`config.mk`:
```
export PLATFORM = sky130hd
export DESIGN_NAME = rv32_fetch_pc
export DESIGN_NICKNAME = d
export VERILOG_FILES = /design/src/rtl/rv32_fetch_pc.sv
export SDC_FILE = /design/constraint.sdc
export NUM_CORES = 1
export LEC_CHECK = 0
export ABC_AREA = 0
export ABC_CLOCK_PERIOD_IN_PS = 2900
export CORE_ASPECT_RATIO = 0.75
export CORE_MARGIN = 2
export CORE_UTILIZATION = 36
export DETAILED_ROUTE_END_ITERATION = 6
export GPL_TIMING_DRIVEN = 0
export PLACE_DENSITY = 0.69
export SKIP_LAST_GASP = 1
export SYNTH_ARGS = -nofsm -noshare
export SYNTH_HDL_FRONTEND = slang
export SYNTH_SLANG_ARGS = --single-unit
export TNS_END_PERCENT = 20
```
`constraint.sdc`:
```
create_clock -name clk -period 2.9 [get_ports clk]
set_input_delay 0.725 -clock clk [delete_from_list [all_inputs] [get_ports clk]]
set_output_delay 0.725 -clock clk [all_outputs]
set_load 0.005 [all_outputs]
```
`src/rtl/rv32_fetch_pc.sv`:
```
// Instruction-fetch front end: owns the fetch PC, issues single-outstanding word
// fetches over req/gnt/rvalid and hands instructions to decode via valid/ready.
module rv32_fetch_pc #(
  parameter logic [31:0] RESET_PC = 32'h0000_0000
) (
  input  logic        clk,
  input  logic        rst,
  input  logic        rv32_has_new_pc,
  input  logic [31:0] rv32_next_pc_val,
  output logic        imem_req,
  output logic [31:0] imem_addr,
  input  logic        imem_gnt,
  input  logic        imem_rvalid,
  input  logic [31:0] imem_rdata,
  output logic        rv32_instr_valid,
  output logic [31:0] rv32_instr,
  output logic [31:0] rv32_instr_pc,
  input  logic        rv32_instr_ready,
  output logic        rv32_misalign
);

  typedef enum logic [1:0] {IDLE, REQ, WAIT, HOLD} state_t;

  state_t      state_q, state_d;
  logic [31:0] fetch_pc_q, fetch_pc_d;
  logic [31:0] req_pc_q, req_pc_d;
  logic        stale_q, stale_d;
  logic        valid_q, valid_d;
  logic [31:0] instr_q, instr_d;
  logic [31:0] ipc_q, ipc_d;
  logic [31:0] hold_instr_q, hold_instr_d;
  logic [31:0] hold_pc_q, hold_pc_d;
  logic        misalign_q, misalign_d;
  logic        req_q;

  logic consume, buf_free;
  assign consume  = valid_q && rv32_instr_ready;
  assign buf_free = !valid_q || rv32_instr_ready;

  always_comb begin
    state_d      = state_q;
    fetch_pc_d   = fetch_pc_q;
    req_pc_d     = req_pc_q;
    stale_d      = stale_q;
    valid_d      = valid_q && !consume;
    instr_d      = instr_q;
    ipc_d        = ipc_q;
    hold_instr_d = hold_instr_q;
    hold_pc_d    = hold_pc_q;
    misalign_d   = 1'b0;

    unique case (state_q)
      IDLE: state_d = REQ;
      REQ: begin
        if (imem_gnt) begin
          req_pc_d   = fetch_pc_q;
          fetch_pc_d = fetch_pc_q + 32'd4;
          state_d    = WAIT;
        end
      end
      WAIT: begin
        if (imem_rvalid) begin
          if (stale_q) begin
            stale_d = 1'b0;
            state_d = REQ;
          end else if (buf_free) begin
            valid_d = 1'b1;
            instr_d = imem_rdata;
            ipc_d   = req_pc_q;
            state_d = REQ;
          end else begin
            // Buffer still occupied: park the response until decode drains it.
            hold_instr_d = imem_rdata;
            hold_pc_d    = req_pc_q;
            state_d      = HOLD;
          end
        end
      end
      HOLD: begin
        if (consume) begin
          valid_d = 1'b1;
          instr_d = hold_instr_q;
          ipc_d   = hold_pc_q;
          state_d = REQ;
        end
      end
      default: state_d = IDLE;
    endcase

    // Redirect overrides everything computed above for this cycle.
    if (rv32_has_new_pc) begin
      fetch_pc_d = {rv32_next_pc_val[31:2], 2'b00};
      valid_d    = 1'b0;
      instr_d    = instr_q;
      ipc_d      = ipc_q;
      misalign_d = (rv32_next_pc_val[1:0] != 2'b00);
      unique case (state_q)
        REQ: begin
          state_d = imem_gnt ? WAIT : REQ;
          stale_d = stale_q || imem_gnt;
        end
        WAIT: begin
          if (imem_rvalid) begin
            state_d = REQ;
            stale_d = 1'b0;
          end else begin
            state_d = WAIT;
            stale_d = 1'b1;
          end
        end
        default: state_d = REQ;
      endcase
    end
  end

  always_ff @(posedge clk) begin
    if (rst) begin
      state_q      <= IDLE;
      fetch_pc_q   <= {RESET_PC[31:2], 2'b00};
      req_pc_q     <= '0;
      stale_q      <= 1'b0;
      valid_q      <= 1'b0;
      instr_q      <= '0;
      ipc_q        <= '0;
      hold_instr_q <= '0;
      hold_pc_q    <= '0;
      misalign_q   <= 1'b0;
      req_q        <= 1'b0;
    end else begin
      state_q      <= state_d;
      fetch_pc_q   <= fetch_pc_d;
      req_pc_q     <= req_pc_d;
      stale_q      <= stale_d;
      valid_q      <= valid_d;
      instr_q      <= instr_d;
      ipc_q        <= ipc_d;
      hold_instr_q <= hold_instr_d;
      hold_pc_q    <= hold_pc_d;
      misalign_q   <= misalign_d;
      req_q        <= (state_d == REQ);
    end
  end

  // fetch_pc_q is only advanced on grant, so it is the live request address.
  assign imem_req         = req_q;
  assign imem_addr        = fetch_pc_q;
  assign rv32_instr_valid = valid_q;
  assign rv32_instr       = instr_q;
  assign rv32_instr_pc    = ipc_q;
  assign rv32_misalign    = misalign_q;

endmodule

```
# Word level (Yosys, flattened, before mapping)
# Index checks and enable logic that the tools add are counted.
[word_totals] register_bits=198 in_bits=70 output_inout_bits=99 wordCells=74
[op_classes] n_addsub=1 eq_ne=8 muxes=33 n_bitwise=3 n_reduce_logical=17
[op_table] operator="32-bit 2-to-1 mux" count=11
[op_table] operator="32-bit case mux with 2 select lines" count=2
[op_table] operator="32-bit by 3-bit adder with 32-bit output (second input constant)" count=1
[op_table] operator="2-bit 2-to-1 mux" count=8
[op_table] operator="1-bit 2-to-1 mux" count=8
[op_table] operator="2-bit inequality test (second input constant)" count=4
[op_table] operator="2-bit case mux with 4 select lines" count=1
[op_table] operator="2-bit nonzero test" count=4
[op_table] operator="6-bit AND reduction" count=1
[op_table] operator="2-bit by 1-bit equality test with 1-bit output (second input constant)" count=2
[op_table] operator="2-bit equality test (second input constant)" count=2
[op_table] operator="1-bit case mux with 2 select lines" count=2
[op_table] operator="2-bit case mux with 2 select lines" count=1
[op_table] operator="2-bit AND reduction" count=2
[op_table] operator="4-bit AND reduction" count=1
[op_table] operator="2-bit OR reduction" count=2
[op_table] operator="1-bit inverter" count=3
[op_table] operator="1-bit logical AND" count=2
[op_table] operator="1-bit logical NOT" count=2
[op_table] operator="2-bit logical NOT" count=1
[op_table] operator="1-bit logical OR" count=2

# Logic depth before layout (Yosys ltp)
# Gate-level depths: netlist of the first run.
[logic_depth] depth_word=8 depth_mapped=9 depth_no_buf=6

# Worst setup path before layout of the first run
# Ideal clock, no wire load.
[synth_path] path_kind="register -> register" start="register state_q[0]" end="register instr_q[31] (netlist: rv32_instr[31])" setup_ps=134 arrival_ps=2181 required_ps=2766 setup_slack_ps=585 path_stages_with_launch=10 n_path_buf=3 period_less_slack_ps=2315 path_cell_list="dfxtp_1 > inv_1 > ha_1 > and3b_1 > clkbuf_1 > o211ai_1 > a21o_1 > clkbuf_1 > clkbuf_1 > a211oi_1"
[synth_via] elab_chain_len=3 word_cells_on_any_way=9 cone_classes="eq/ne: 6; mux: 1; reduce/logical: 2"
[synth_rtl] item="from (decl)" line_no="24" text="state_t state_q, state_d;"
[synth_rtl] item="from (signal assigned)" line_no="130" text="state_q <= state_d;"
[synth_rtl] item="2-bit equality test" line_no="52" text="unique case (state_q)"
[synth_rtl] item="2-bit inequality test (no line) or 2-bit nonzero test (tied branches)"
[synth_rtl] item="6-bit AND reduction (no line)"
[synth_rtl] item="to (signal assigned)" line_no="135" text="instr_q <= instr_d;"
[synth_rtl] item="to (decl)" line_no="29" text="logic [31:0] instr_q, instr_d;"
# Parallel ways exist; a longest one is shown, timed or not.
# A chain may end at the register's enable or synchronous reset.

# Final worst setup path of the first run
[layout_path] start="input imem_rvalid" end="register instr_q[15] (netlist: rv32_instr[15])"
[layout_via] elab_chain_len=2
[layout_rtl] item="from (decl)" line_no="13" text="input logic imem_rvalid,"
[layout_rtl] item="2-bit inequality test (no line)"
[layout_rtl] item="6-bit AND reduction (no line)"
# No other way between the ends.

==> results.toml, run 1 <==
[status]
status = "complete, no violations"

[clocking]
insertion_delay_ps = 440
cts_tree = "yes"
clk_pin_slew_ps = 70
holdBufCountCts = 0
cts_buffer_depth = 2
cts_made_buffers = 17
cts-root-buf = "clkbuf_16"
h-tree-depth = 4
cts_sinks = 190

[die]
io_pins = 169
fp.dieH_um = 138
die_w_um = 183
initial_core_util = 0.371
die_area_mm2 = 0.0252
fp-row-count = 48
core_mm2 = 0.0232

[global_routing]
grt_pass1_vias = 7598
globalRouteOverflowTotal = 0
grt_pass1_wl_mm = 42.7
antenna_found_initial = 0
grt_max_degree = 17
grtUsageTotal = 0.218

[timing]
setup_viol = 0
hold_ws_ps = 454
skew_ps = 17.6
slew_viol_final = 0
hold_viol = 0
slew_headroom = 0.410
fmax_mhz = 367
finalSetupTns_ps = 0
tightest_slew_ps = 885
fin_crit_ps = 2730
setup_slack_ps = 173
rsz0062_at_grt = "true"
fin_crit_sh = 0.940

[critical_path]
cp_data_required_time_ps = 3220
crit_type = "input port to flip-flop"
startpoint = "imem_rvalid"
reg2reg_slack_ps = 200
critPathCaptureType = "flip-flop"
r2r-end = "rv32_instr[3]"
worstSetupStartpointType = "input port"
r2r-start = "state_q[0]"
reg2reg_depth = 8
cp.arrival_ps = 3050
critPathMaxFanout = 10

[layout]
diodes = 0
fillers = 2252
drive_gt1_frac = 0.0885
postLayoutCellArea_mm2 = 0.0113
area.growth.synth_to_final_pct = 30.8
utilization = 0.485
nets = 1296

[power]
p_sw_frac = 0.244
sequentialPowerShare = 0.468
p_int_mw = 4.44
power_frac_comb = 0.094
max-vdd-ir-drop_v = 0.000469
power_density_mw_per_mm2 = 521
p_switching_mw = 1.43
p_clk_frac = 0.438
leakage_nw = 3.57

[synth]
synth_cell_types = 49
synth_area_leaders = "dfxtp_1 (44%), a211oi_1 (12%), nand2_1 (9.1%)"
yosysSeqAreaShare = 0.442
ys.warnings.count = 0
synth_commonest_cells = "nand2_1 (208), dfxtp_1 (190), a211oi_1 (134)"
syn_inst = 1036
synth-edff-count = 0
yosys.area.top_type = "dfxtp_1"
netlist_area_mm2 = 0.00861
synth.most_common_cell = "nand2_1"
ys_ff_latch = 190
synth-async-reset-ratio = 0
synthDominantCellAreaShare = 0.442
synth_ff_type = "dfxtp_1"
syn_area_per_cell_um2 = 8.31

[drt]
wirelength_mm = 27.4
drt-pass1-iter-count = 6
wl_per_cell_um = 17.9
drt_iter0_drc = 623
dr_total_vias = 8237
drc = 0
antenna_left = 0
via_per_inst = 5.38

[placed_design]
gp_congestion = 0.869
dp_slack_ps = -1430
portBuffers = 162
hpwl_mm = 20.1
placed_cell_area_mm2 = 0.0106

[worst_hold_path]
min-delay-start = "hold_instr_q[22]"
holdPathStages = 2
holdPathEnd = "hold_instr_q[22]"
hold_path.class = "flip-flop to flip-flop"

[flow_run]
max_cap_violations = 0
==> power groups by stage <==
stage                     logic (mW)  registers [mW]  clock network (mW)
after CTS                      0.547            2.75                2.61
after global placement         0.539            2.81                   0
final                          0.549            2.75                2.57
after global routing           0.595            2.76                2.71
after detailed placement       0.544            2.81                   0
after floorplan                0.261            2.78                   0
==> what timing repair did <==
item / 4_1_cts / 5_1_grt
gates cloned: 0 / 0
gates resized for setup: 2 / 2
hold endpoints to repair: 0 / 0
setup endpoints to repair: 62 / 21
pin swaps: 1 / 0
buffers inserted: 2 / 0
==> cell families (layout without fill, tap and decap cells) <==
logic type                 after synthesis  count (layout)  synth area share
and+or+nand+nor                        318             318             0.162
AOI/OAI and AO/OA                      282             282             0.221
DFF                                    190             190             0.442
buffers and inverters                  169             362            0.0764
muxes                                   62              62            0.0811
xor gates and xnor gates                 8               8           0.00814
adders and majority gates                6               6           0.00872
other                                    1               4          0.000435
==> metal layers <==
| metal | share of wire | wire [um] | global-route usage | up-vias |
|---|---|---|---|---|
| met4 | 0.013 | 363 | 0.0502 | 0 |
| li1 | - | - | - | 4002 |
| met3 | 0.074 | 2040 | 0.0446 | 27 |
| met2 | 0.41 | 11400 | 0.320 | 318 |
| met1 | 0.50 | 13600 | 0.327 | 3890 |
| met5 | 0 | 0 | 0 | - |
==> flip-flops by register name, summed over array words and instances, names as in the netlist <==
signal / cells
rv32_instr: 32
imem_addr: 30
state_q: 2
hold_pc_q: 30
req_pc_q: 30
rv32_misalign: 1
imem_req: 1
hold_instr_q: 32
rv32_instr_valid: 1
rv32_instr_pc: 30
stale_q: 1
==> layout by cell type, fill, tap and decap left out, types with 10 or more instances in the layout <==
master,n
clkbuf_16,17
a211oi_1,134
a21oi_1,98
or4_1,12
nand2_1,207
clkdlybuf4s50_1,162
inv_1,71
mux2_2,62
clkbuf_1,81
nand3_1,10
nor4_1,10
o31ai_1,10
nor2_1,33
a311oi_1,14
dfxtp_1,190
==> worst max-delay path, cell delays in order <==
cell and delay (ps):
clkdlybuf4s50_1 550, and3b_1 190, clkbuf_1 220, nand2_2 290, a21o_2 450, clkbuf_1 290
a211oi_1 320
==> how the worst max path moves through the flow <==
stage / end / depth (start not counted)
floorplan: rv32_instr[31] / 9
global placement: rv32_instr[3] / 8
detailed placement: rv32_instr[3] / 8
CTS: rv32_instr[15] / 7
global route: rv32_instr[8] / 10
finish: rv32_instr[15] / 7
==> cell type report <==
| type | count | area [um^2] | share of cell area |
|---|---|---|---|
| plain buffers | 95 | 382 | 0.0339 |
| clock buffers | 20 | 457 | 0.0405 |
| clock inverters | 11 | 179 | 0.0159 |
| inverters | 72 | 270 | 0.0240 |
| multi-input cells | 680 | 4170 | 0.370 |
| flip-flops and latches | 190 | 3800 | 0.338 |
| well taps | 300 | 375 | 0.0333 |
| repair buffers | 164 | 1640 | 0.145 |
==> stage by stage <==
stage	power [mW]	cells
finish	5.87	1532
detailed placement	3.35	1501
global placement	3.35	1501
global route	6.06	1532
floorplan	3.04	1039
CTS	5.90	1533
Note: power is estimated with default switching activity, not from simulation.
==> run 2: changes to the inputs <==
Settings changed: CORE_MARGIN 2 to unset, SLEW_MARGIN set to 25.
==> results.toml, run 2 (synthesized netlist as in run 1, its figures left out) <==
[status]
status = "complete, no violations"

[power]
power_density_mw_per_mm2 = 509
p_int_mw = 4.25
power_frac_comb = 0.096
p_sw_frac = 0.257
max-vdd-ir-drop_v = 0.000414
p_switching_mw = 1.47
p_clk_frac = 0.424
sequentialPowerShare = 0.480
power_mw = 5.72
leakage_nw = 3.56

[clocking]
insertion_delay_ps = 440
cts_tree = "yes"
cts-root-buf = "clkbuf_16"
holdBufCountCts = 0
cts_buffer_depth = 2
clk_pin_slew_ps = 80
cts_sinks = 190
cts_made_buffers = 17
h-tree-depth = 4

[global_routing]
grt_pass1_vias = 7892
antenna_found_initial = 0
grt_max_degree = 18
grt_pass1_wl_mm = 43.7
globalRouteOverflowTotal = 0
grtUsageTotal = 0.227

[timing]
slew_viol_final = 0
fin_crit_ps = 2700
hold_viol = 0
tightest_slew_ps = 833
fmax_mhz = 370
skew_ps = 11.2
fin_crit_sh = 0.932
setup_viol = 0
rsz0062_at_grt = "false"
slew_headroom = 0.444

[flow_run]
max_cap_violations = 0

[layout]
utilization = 0.483
nets = 1297
drive_gt1_frac = 0.0916
diodes = 0
mostFrequentLayoutCell = "nand2_1"
area.growth.synth_to_final_pct = 30.5
layout_common_cells = "nand2_1 (207), dfxtp_1 (190), clkdlybuf4s50_1 (162), a211oi_1 (134), a21oi_1 (98)"

[drt]
drt-pass1-iter-count = 6
drc = 0
antenna_left = 0
wirelength_mm = 27.4
dr_total_vias = 8212
via_per_inst = 5.35
wl_per_cell_um = 17.8
drt_iter0_drc = 778

[placed_design]
hpwl_mm = 19.8
gp_congestion = 0.869
portBuffers = 162

[die]
core_mm2 = 0.0232
die_area_mm2 = 0.0246
die_w_um = 181
fp.dieH_um = 136
initial_core_util = 0.371
fp-row-count = 48
io_pins = 169

[critical_path]
worstSetupStartpointType = "input port"
startpoint = "imem_rvalid"
r2r-start = "state_q[0]"
cp_data_required_time_ps = 3240
cp.arrival_ps = 3050
critPathCaptureType = "flip-flop"
critPathMaxFanout = 10
crit_type = "input port to flip-flop"

[worst_hold_path]
hold_path.class = "flip-flop to flip-flop"
min-delay-start = "rv32_instr_pc[15]"
-- run 2: changes by cell type in the layout (fill, tap and decap cells not counted) --
cell,previous run,this run
bufinv_16,4,2
clkbuf_1,81,79
clkbuf_2,1,3
clkinv_2,1,3
clkinv_4,1,3
clkbuf_8,2,1
inv_8,1,2
-- run 2: path summary, 6_finish.rpt --
| kind | to | slack, ps | depth (start not counted) |
|---|---|---|---|
| setup / recovery | rv32_instr[28] | 200 | 7 |
| hold / removal | rv32_instr_pc[15] | 460 | 2 |
| setup reg to reg | rv32_instr_pc[15] | 210 | 6 |
| hold reg to reg | rv32_instr_pc[15] | 460 | 2 |
-- run 2: critical path, cell delays in order --
cell and delay, ps:
clkdlybuf4s50_1 550, and3b_1 200, clkbuf_1 210, nand2_2 280
a21o_2 450, clkbuf_1 300, a211oi_1 320
-- run 2: final cells by class --
cell class | count | area [um^2]
clock buffer | 18 | 439
tap | 300 | 375
sequential | 190 | 3800
buffer | 96 | 388
fill | 2237 | 12000
inverter | 72 | 270
clock inverter | 14 | 158
multi-input combinational | 680 | 4170
timing repair buffer | 164 | 1640
-- run 2: timing repair --
item,CTS,global route
buffers inserted,1,0
endpoints found under the setup margin,62,51
pin swaps,1,0
gates resized for setup,1,7
-- run 2: layer usage --
| metal | global-route usage | wire length, um |
|---|---|---|
| met1 | 0.328 | 13300 |
| met2 | 0.332 | 11400 |
| met3 | 0.0536 | 2210 |
| met4 | 0.0708 | 509 |
| met5 | 0 | 0 |
-- run 2: power by group through the flow --
stage	sequential [mW]	combinational, mW	clock, mW
floorplan	2.78	0.261	0
global placement	2.81	0.539	0
detailed placement	2.81	0.544	0
CTS	2.75	0.548	2.46
global route	2.76	0.597	2.57
finish	2.75	0.550	2.43
-- run 2: stage by stage --
step	instances	hold slack, ps	setup WS, ps	setup TNS [ps]	instance area, um^2
final	1534	455	197	0	11200
after global routing	1534	469	3.95	0	11200
after CTS	1534	456	20.6	0	11200
after detailed placement	1502	444	-871	-61310	10600
after global placement	1501	438	-1380	-89810	10600
after floorplan	1039	433	585	0	8620
==> run 3: changes to the inputs <==
Settings changed: ABC_CLOCK_PERIOD_IN_PS 2900 to 2500, CORE_MARGIN set to 2, RECOVER_POWER set to 25.
Clock period 2.9 ns to 2.5 ns, I/O delays scaled along.
==> results.toml, run 3 (synthesized netlist as in run 1, its figures left out) <==
[power]
power_density_mw_per_mm2 = 594
power_frac_comb = 0.096
p_clk_frac = 0.430
p_switching_mw = 1.66
p_int_mw = 5.08
leakage_nw = 3.64
p_sw_frac = 0.246
sequentialPowerShare = 0.474
max-vdd-ir-drop_v = 0.000440

[placed_design]
portBuffers = 162
gp_congestion = 0.869
dp_slack_ps = -1070
hpwl_mm = 20.1

[status]
status = "complete, no violations"

[critical_path]
cp_data_required_time_ps = 2840
critPathMaxFanout = 8
critPathCaptureType = "flip-flop"
worstSetupStartpointType = "flip-flop"
crit_type = "flip-flop to flip-flop"
cp.arrival_ps = 2730

[timing]
slew_headroom = 0.437
fin_crit_sh = 0.955
hold_viol = 0
skew_ps = 11.8
slew_viol_final = 0
setup_viol = 0
rsz0062_at_grt = "true"
tightest_slew_ps = 845
setup_slack_ps = 111
fmax_mhz = 419
fin_crit_ps = 2390
finalSetupTns_ps = 0

[drt]
dr_total_vias = 8293
wirelength_mm = 27.6
antenna_left = 0
wl_met1_mm = 13.5
dr_wl_met2_mm = 11.4
route.met3.wl_mm = 2.25
drt_iter0_drc = 766
wl_per_cell_um = 18.0
highest_layer = "met4"
via_per_inst = 5.41
drt-pass1-iter-count = 5
drc = 0

[global_routing]
grtUsageTotal = 0.221
grt_pass1_vias = 7714
grt_pass1_wl_mm = 43.2
grt_max_degree = 17
antenna_found_initial = 0
globalRouteOverflowTotal = 0

[clocking]
cts_made_buffers = 17
cts-root-buf = "clkbuf_16"
holdBufCountCts = 0
h-tree-depth = 4
insertion_delay_ps = 430
cts_buffer_depth = 2
clk_pin_slew_ps = 70
cts_tree = "yes"
cts_sinks = 190

[layout]
mostFrequentLayoutCell = "nand2_1"
layout_common_cells = "nand2_1 (207), dfxtp_1 (187), clkdlybuf4s50_1 (161), a211oi_1 (134), a21oi_1 (98)"
area.growth.synth_to_final_pct = 31.8
diodes = 0
nets = 1298
drive_gt1_frac = 0.111

[die]
initial_core_util = 0.371
io_pins = 169
die_area_mm2 = 0.0252
fp.dieH_um = 138
fp-row-count = 48
die_w_um = 183
core_mm2 = 0.0232

[flow_run]
max_cap_violations = 0

[worst_hold_path]
hold_path.class = "flip-flop to flip-flop"
run 3: cell count changes in the layout (fill, tap and decap cells not counted), moves of 2 or more:
cell      change
dfxtp_1       -3
buf_4         +3
clkinv_4      -2
clkbuf_8      +2
clkbuf_4      +2
buf_6         +2
clkbuf_2     +12
dfxtp_2       +3
clkbuf_1     -17
run 3: metrics by stage:
step                hold slack [ps]  utilization  std cells  instance area [um^2]  power (mW)
floorplan                       433            -       1039                  8620        3.53
global placement                438        0.457       1501                 10600        3.88
detailed placement              445        0.458       1503                 10600        3.89
CTS                             454        0.485       1531                 11300        6.76
global route                    469        0.488       1534                 11400        6.96
finish                          455        0.488       1534                 11400        6.74
run 3: power by group through the flow:
stage,clock [mW],combinational (mW),sequential [mW]
4_1_cts,2.94,0.636,3.19
6_report,2.90,0.647,3.19
2_1_floorplan,0,0.303,3.23
3_3_place_gp,0,0.625,3.26
5_1_grt,3.06,0.702,3.20
3_5_place_dp,0,0.631,3.26
run 3: worst paths after layout:
path	start	endpoint	slack, ps	cells after the start
max	state_q[1]	imem_addr[24]	110	8
min	hold_pc_q[28]	hold_pc_q[28]	450	2
max reg2reg	state_q[1]	imem_addr[24]	110	8
min reg2reg	hold_pc_q[28]	hold_pc_q[28]	450	2
run 3: worst max-delay path: stages (launching register included):
cell and delay, ps:
dfxtp_2 340, inv_1 80, ha_1 160, buf_6 140, nand3_4 110, or4_4 540, buf_6 160, or4_1 510
a311oi_2 270
run 3: what timing repair did:
| item | CTS | global route |
|---|---|---|
| setup buffers | 0 | 4 |
| setup endpoints to repair | 125 | 136 |
| pin swaps | 0 | 3 |
| gates resized for setup | 13 | 34 |
run 3: final cells by class:
cell class,count,area [um^2]
buffer,93,409
clock buffer,20,467
clock inverter,11,154
fill,2209,11900
inverter,72,270
multi-input combinational,680,4200
sequential,190,3810
tap,300,375
timing repair buffer,168,1670
run 3: routing by layer:
layer,vias to the layer above,track usage
met1,3911,0.328
met5,-,0
met2,340,0.321
met4,0,0.0506
li1,4003,-
met3,39,0.0525
